### config.mk
export PLATFORM = sky130hd
export DESIGN_NAME = mobo_arbiter
export DESIGN_NICKNAME = d
export VERILOG_FILES = /design/src/rtl/mobo_arbiter_pkg.sv /design/src/rtl/mobo_arbiter_rr_pick.sv /design/src/rtl/mobo_arbiter.sv
export SDC_FILE = /design/constraint.sdc
export NUM_CORES = 1
export LEC_CHECK = 0
export ABC_AREA = 1
export BUFFER_PORTS_ARGS = -buffer_cell sky130_fd_sc_hd__buf_2
export CAP_MARGIN = 20
export CORE_MARGIN = 4
export CORE_UTILIZATION = 25
export DETAILED_ROUTE_END_ITERATION = 10
export PLACE_DENSITY = 0.58
export SLEW_MARGIN = 20
export SYNTH_ARGS = -nofsm -noshare
export SYNTH_HDL_FRONTEND = slang
export SYNTH_SLANG_ARGS = --single-unit
### constraint.sdc
create_clock -name clk -period 1.7 [get_ports clk]
set_input_delay 0.34 -clock clk [delete_from_list [all_inputs] [get_ports clk]]
set_output_delay 0.34 -clock clk [all_outputs]
set_load 0.05 [all_outputs]
### src/rtl/mobo_arbiter_pkg.sv
// Shared arbiter state encodings and port indices.
package mobo_arbiter_pkg;

   typedef enum logic [1:0] {
      ARB_IDLE  = 2'd0,
      ARB_ISSUE = 2'd1,
      ARB_RESP  = 2'd2
   } arb_state_t;

   localparam logic PORT_CPU = 1'b0;
   localparam logic PORT_VGA = 1'b1;

   function automatic logic onehot_to_port(input logic [1:0] oh);
      return oh[1] ? PORT_VGA : PORT_CPU;
   endfunction

endpackage

### src/rtl/mobo_arbiter_rr_pick.sv
// Two-way round-robin winner select: the port not served last wins a tie.
// Latency: combinational.
// Backpressure: none; pick is all-zero when no request is present.
module rr_pick
   import mobo_arbiter_pkg::*;
(
   input  logic [1:0] req,
   input  logic       last,
   output logic [1:0] pick
);

   always_comb begin
      pick = req;
      if (req == 2'b11) begin
         pick = (last == PORT_VGA) ? 2'b01 : 2'b10;
      end
   end

endmodule

### src/rtl/mobo_arbiter.sv
// Two-port memory arbiter (CPU, VGA writer); MOBO_ARB_TIMEOUT_EN adds an ISSUE timeout with err.
// Latency: req sampled -> ack is 3 cycles minimum, plus one cycle per mem_ready wait state.
// Backpressure: ISSUE holds the memory bus until mem_ready; losing requests are held pending.
module mobo_arbiter
   import mobo_arbiter_pkg::*;
#(
   parameter int word_width     = 32,
   parameter int TIMEOUT_CYCLES = 16
) (
   input  logic                  clk,
   input  logic                  rst,
   input  logic                  req0,
   input  logic                  req1,
   input  logic                  we0,
   input  logic                  we1,
   input  logic [word_width-1:0] addr0,
   input  logic [word_width-1:0] addr1,
   input  logic [word_width-1:0] wdata0,
   input  logic [word_width-1:0] wdata1,
   output logic                  ack0,
   output logic                  ack1,
   output logic [word_width-1:0] rdata0,
   output logic [word_width-1:0] rdata1,
   output logic                  err,
   output logic [1:0]            grant,
   output logic                  mem_en,
   output logic                  mem_we,
   output logic [word_width-1:0] mem_addr,
   output logic [word_width-1:0] mem_wdata,
   input  logic [word_width-1:0] mem_rdata,
   input  logic                  mem_ready
);

   arb_state_t            state;
   logic                  last;
   logic                  owner;
   logic [1:0]            pend;
   logic [1:0]            req_eff;
   logic [1:0]            pick;
   logic [word_width-1:0] rd_val;

   // A losing requester stays pending even if it drops req before the next IDLE.
   assign req_eff = {req1, req0} | pend;
   assign rd_val  = mem_we ? '0 : mem_rdata;
   assign owner   = onehot_to_port(grant);

   rr_pick u_rr_pick (
      .req  (req_eff),
      .last (last),
      .pick (pick)
   );

`ifdef MOBO_ARB_TIMEOUT_EN
   localparam int CW = (TIMEOUT_CYCLES > 1) ? $clog2(TIMEOUT_CYCLES) : 1;
   logic [CW-1:0] tmo_cnt;
   logic          tmo_hit;
   assign tmo_hit = (tmo_cnt == CW'(TIMEOUT_CYCLES - 1));
`else
   logic [31:0] unused_timeout;
   assign unused_timeout = TIMEOUT_CYCLES;
`endif

   always_ff @(posedge clk) begin
      if (!rst) begin
         state     <= ARB_IDLE;
         last      <= PORT_VGA;
         pend      <= 2'b00;
         grant     <= 2'b00;
         mem_en    <= 1'b0;
         mem_we    <= 1'b0;
         mem_addr  <= '0;
         mem_wdata <= '0;
         ack0      <= 1'b0;
         ack1      <= 1'b0;
         rdata0    <= '0;
         rdata1    <= '0;
         err       <= 1'b0;
`ifdef MOBO_ARB_TIMEOUT_EN
         tmo_cnt   <= '0;
`endif
      end else begin
         case (state)
            ARB_IDLE: begin
               if (|req_eff) begin
                  grant     <= pick;
                  pend      <= req_eff & ~pick;
                  mem_en    <= 1'b1;
                  mem_we    <= pick[1] ? we1    : we0;
                  mem_addr  <= pick[1] ? addr1  : addr0;
                  mem_wdata <= pick[1] ? wdata1 : wdata0;
`ifdef MOBO_ARB_TIMEOUT_EN
                  tmo_cnt   <= '0;
`endif
                  state     <= ARB_ISSUE;
               end
            end
            ARB_ISSUE: begin
               pend <= pend | ({req1, req0} & ~grant);
               if (mem_ready) begin
                  mem_en <= 1'b0;
                  ack0   <= ~owner;
                  ack1   <= owner;
                  rdata0 <= owner ? '0 : rd_val;
                  rdata1 <= owner ? rd_val : '0;
                  state  <= ARB_RESP;
               end
`ifdef MOBO_ARB_TIMEOUT_EN
               else if (tmo_hit) begin
                  mem_en <= 1'b0;
                  ack0   <= ~owner;
                  ack1   <= owner;
                  rdata0 <= '0;
                  rdata1 <= '0;
                  err    <= 1'b1;
                  state  <= ARB_RESP;
               end else begin
                  tmo_cnt <= tmo_cnt + 1'b1;
               end
`endif
            end
            ARB_RESP: begin
               pend      <= pend | ({req1, req0} & ~grant);
               last      <= owner;
               grant     <= 2'b00;
               mem_we    <= 1'b0;
               mem_addr  <= '0;
               mem_wdata <= '0;
               ack0      <= 1'b0;
               ack1      <= 1'b0;
               rdata0    <= '0;
               rdata1    <= '0;
               err       <= 1'b0;
               state     <= ARB_IDLE;
            end
            default: state <= ARB_IDLE;
         endcase
      end
   end

endmodule

==> results.py <==
metrics = {
    "status": {
        "status": "finished, final reports clean",
    },
    "sta": {
        "slew_viol_final": 0,
        "hold_viol_final": 0,
        "period_share_pct": 95.88,
        "fin_worst_skew_ns": 0.009223,
        "rsz0062_at_grt": "true",
        "min_period_ns": 1.630,
        "setup_violations": 0,
        "max_freq_mhz": 613.5,
    },
    "yosys": {
        "synth_top_family_by_area": "simple AND/OR/NAND/NOR gates",
        "synth-compound-area-share_pct": 11.37,
        "synth.top_cell.area_share_pct": 42.06,
        "synthesis.nets": 1124,
        "synth.area.mux_share_pct": 0,
        "synth_fa_ha_area_share_pct": 0.7564,
        "yosysSeqAreaShare_pct": 42.06,
        "async_flop_share_pct": 0,
        "synth_commonest_cells": "nand3_1, nand2_1, inv_1",
        "syn_inst": 953,
        "synth_edf_count": 0,
        "avgSynthCellArea_um2": 6.943,
        "ys_ff_latch": 139,
        "ys_warn_count": 0,
        "synth_area_leaders": "dfxtp_1, nand3_1, a21oi_1, nand2_1, inv_1",
        "netlist_area_mm2": 0.006616,
        "yosysTopAreaCell": "dfxtp_1",
        "yosys.area_share.simple_pct": 31.86,
        "synthXorXnorAreaFrac_pct": 0,
        "synth_most_common_cell": "nand3_1",
        "synth.distinct_cells": 26,
        "synth_ff_type": "dfxtp_1",
    },
    "critical_path": {
        "crit_required_ns": 2.04,
        "path_class": "register to register",
        "cp-start-kind": "register",
        "worstPathMaxFanout": 10,
        "cp.arrival_ns": 1.97,
        "cp-end-kind": "register",
        "rrSetupSlack_ns": 0.07,
    },
    "power": {
        "power.share.combinational_pct": 42.6,
        "p_leak_nw": 4.653,
        "switching_power_mw": 6.095,
        "peakVddDrop_mv": 0.5793,
        "p_per_area_mw_per_mm2": 1480,
        "pwr-share-seq_pct": 30.0,
        "sw_frac_of_total_pct": 44.83,
        "p_total_mw": 13.60,
        "p_int_mw": 7.500,
        "p_clk_share_pct": 27.4,
    },
    "routing": {
        "vias": 7188,
        "drt_first_pass_iters": 5,
        "drc_errors": 0,
        "post_drt_wl_per_cell_um": 14.94,
        "routed_wl_um": 23510,
        "via_per_inst": 4.570,
        "drt_iter0_markers": 445,
        "ant_nets": 0,
    },
    "place": {
        "io_buffers": 300,
        "dp_hpwl_um": 15950,
        "gp_congestion": 0.8013,
        "dp.cells": 1536,
    },
    "floorplan": {
        "dieArea_mm2": 0.02913,
        "chipWidth_um": 170.7,
        "dieHeight_um": 170.7,
        "initial_utilization_pct": 25.39,
        "io_pins": 302,
        "core_mm2": 0.02606,
        "rows": 59,
    },
    "layout": {
        "fill_cells": 2833,
        "syn_to_final_growth_pct": 38.84,
        "finalNonFillerCells": 1573,
        "nets": 1395,
        "final_layout_size_suffix_gt1_share_pct": 31.85,
    },
    "flow_run": {
        "cap_violations": 0,
    },
    "global_routing": {
        "grt_first_pass_wirelength_um": 35820,
        "grt_usage_pct": 15.21,
        "grt_pass1_vias": 6820,
        "grt_start_max_net_pins": 93,
        "antenna_found_initial": 2,
        "grt_overflow": 0,
    },
    "clock_network": {
        "h-tree-depth": 4,
        "cts_max_path_buffers": 2,
        "cts_buffers": 17,
        "worstSkewPairLatency_ns": 0.42,
        "cts_tree": "built",
        "cts_sinks": 139,
        "root_buffer": "clkbuf_16",
        "cts.clk_slew.worst_paths_ns": 0.07,
    },
    "min_path": {
        "hold_class": "primary input to register",
    },
}
## final cells by class
class / instances / area (µm²) / area share (%)
diodes: 1 / 2.502 / 0.02724
clock buffers: 17 / 425.4 / 4.631
clock inverters: 15 / 150.1 / 1.634
inverters: 145 / 546.8 / 5.952
multi-input cells: 590 / 2957 / 32.18
flip-flops and latches: 139 / 2784 / 30.31
well taps: 335 / 419.2 / 4.563
repair buffers: 331 / 1902 / 20.70
## power groups by stage
stage,registers [mW],logic (mW),clock network [mW]
2_1_floorplan,5.82,2.33,0
3_3_place_gp,4.13,5.72,0
3_5_place_dp,4.14,5.73,0
4_1_cts,4.07,5.74,3.87
5_1_grt,4.14,6.30,3.99
6_report,4.07,5.80,3.72
## worst max-delay path: stages (launching register included)
cell     delay (ns)
dfxtp_2        0.33
inv_1          0.08
ha_1           0.23
inv_2          0.10
nand4_1        0.09
buf_4          0.17
buf_4          0.17
or2_2          0.27
a21oi_1        0.11
## sequential cells by signal, summed over array words and instances, names as in the netlist
| register | count |
|---|---|
| rdata1 | 32 |
| mem_wdata | 32 |
| ack0 | 1 |
| mem_we | 1 |
| last | 1 |
| mem_addr | 32 |
| grant | 2 |
| ack1 | 1 |
| state | 2 |
| mem_en | 1 |
| rdata0 | 32 |
| pend | 2 |
## stage by stage
stage | area [µm²] | util (%) | setup WS [ns] | hold WS, ns | setup TNS [ns]
after floorplan | 6616 | - | 0.1130 | 0.4411 | 0
after global placement | 8528 | 32.73 | 0.1004 | 0.4461 | 0
after detailed placement | 8528 | 32.73 | 0.08086 | 0.4535 | 0
after CTS | 9104 | 34.94 | 0.06263 | 0.1722 | 0
after global routing | 9186 | 35.25 | -0.03127 | 0.1760 | -0.1239
final | 9186 | 35.25 | 0.06996 | 0.2019 | 0
## logic make-up after synthesis
logic type,count (synthesis)
AND/OR/NAND/NOR,437
adder cells (fa/ha/maj),4
other,1
flip-flops,139
buffers and inverters,224
AO/OA/AOI/OAI,148
## cell usage in the layout (no fill, tap or decap), types with 2 or more instances in the layout
cell type,synthesis,layout
buf_2,26,301
nand3_1,200,200
nand2_1,161,159
inv_1,141,140
dfxtp_1,139,138
a21oi_1,138,137
nand3b_1,32,32
clkbuf_16,0,18
nand4_1,15,15
or2_2,13,14
buf_4,12,14
buf_12,0,11
inv_6,0,8
or2_1,6,5
o21ai_0,5,5
inv_2,4,4
nor2_1,5,4
buf_6,0,4
nand2_2,1,3
ha_1,4,3
clkinvlp_4,0,3
nor2_4,0,2
nor2_2,3,2
o211ai_1,2,2
inv_8,0,2
## path summary, 6_finish.rpt
| path | end | cells after the start | from |
|---|---|---|---|
| max | rdata0[23] | 8 | state[0] |
| min | rdata0[8] | 3 | mem_rdata[8] |
| max reg2reg | rdata0[23] | 8 | state[0] |
| min reg2reg | ack0 | 2 | ack0 |
## per-layer routing
layer	share of wire [%]	GRT usage, %	routed length, µm	vias up
met3	7.9	4.852	1854	16
li1	-	-	-	3629
met5	0.055	0	13	-
met2	48	25.34	11210	255
met4	1.0	3.785	244	2
met1	43	19.17	10190	3286
## repair_timing
item / 4_1_cts / 5_1_grt
setup endpoints to repair: 0 / 103
hold buffers: 0 / 0
buffers inserted: 0 / 1
resized for setup: 0 / 12
(Power assumes the default switching activity.)
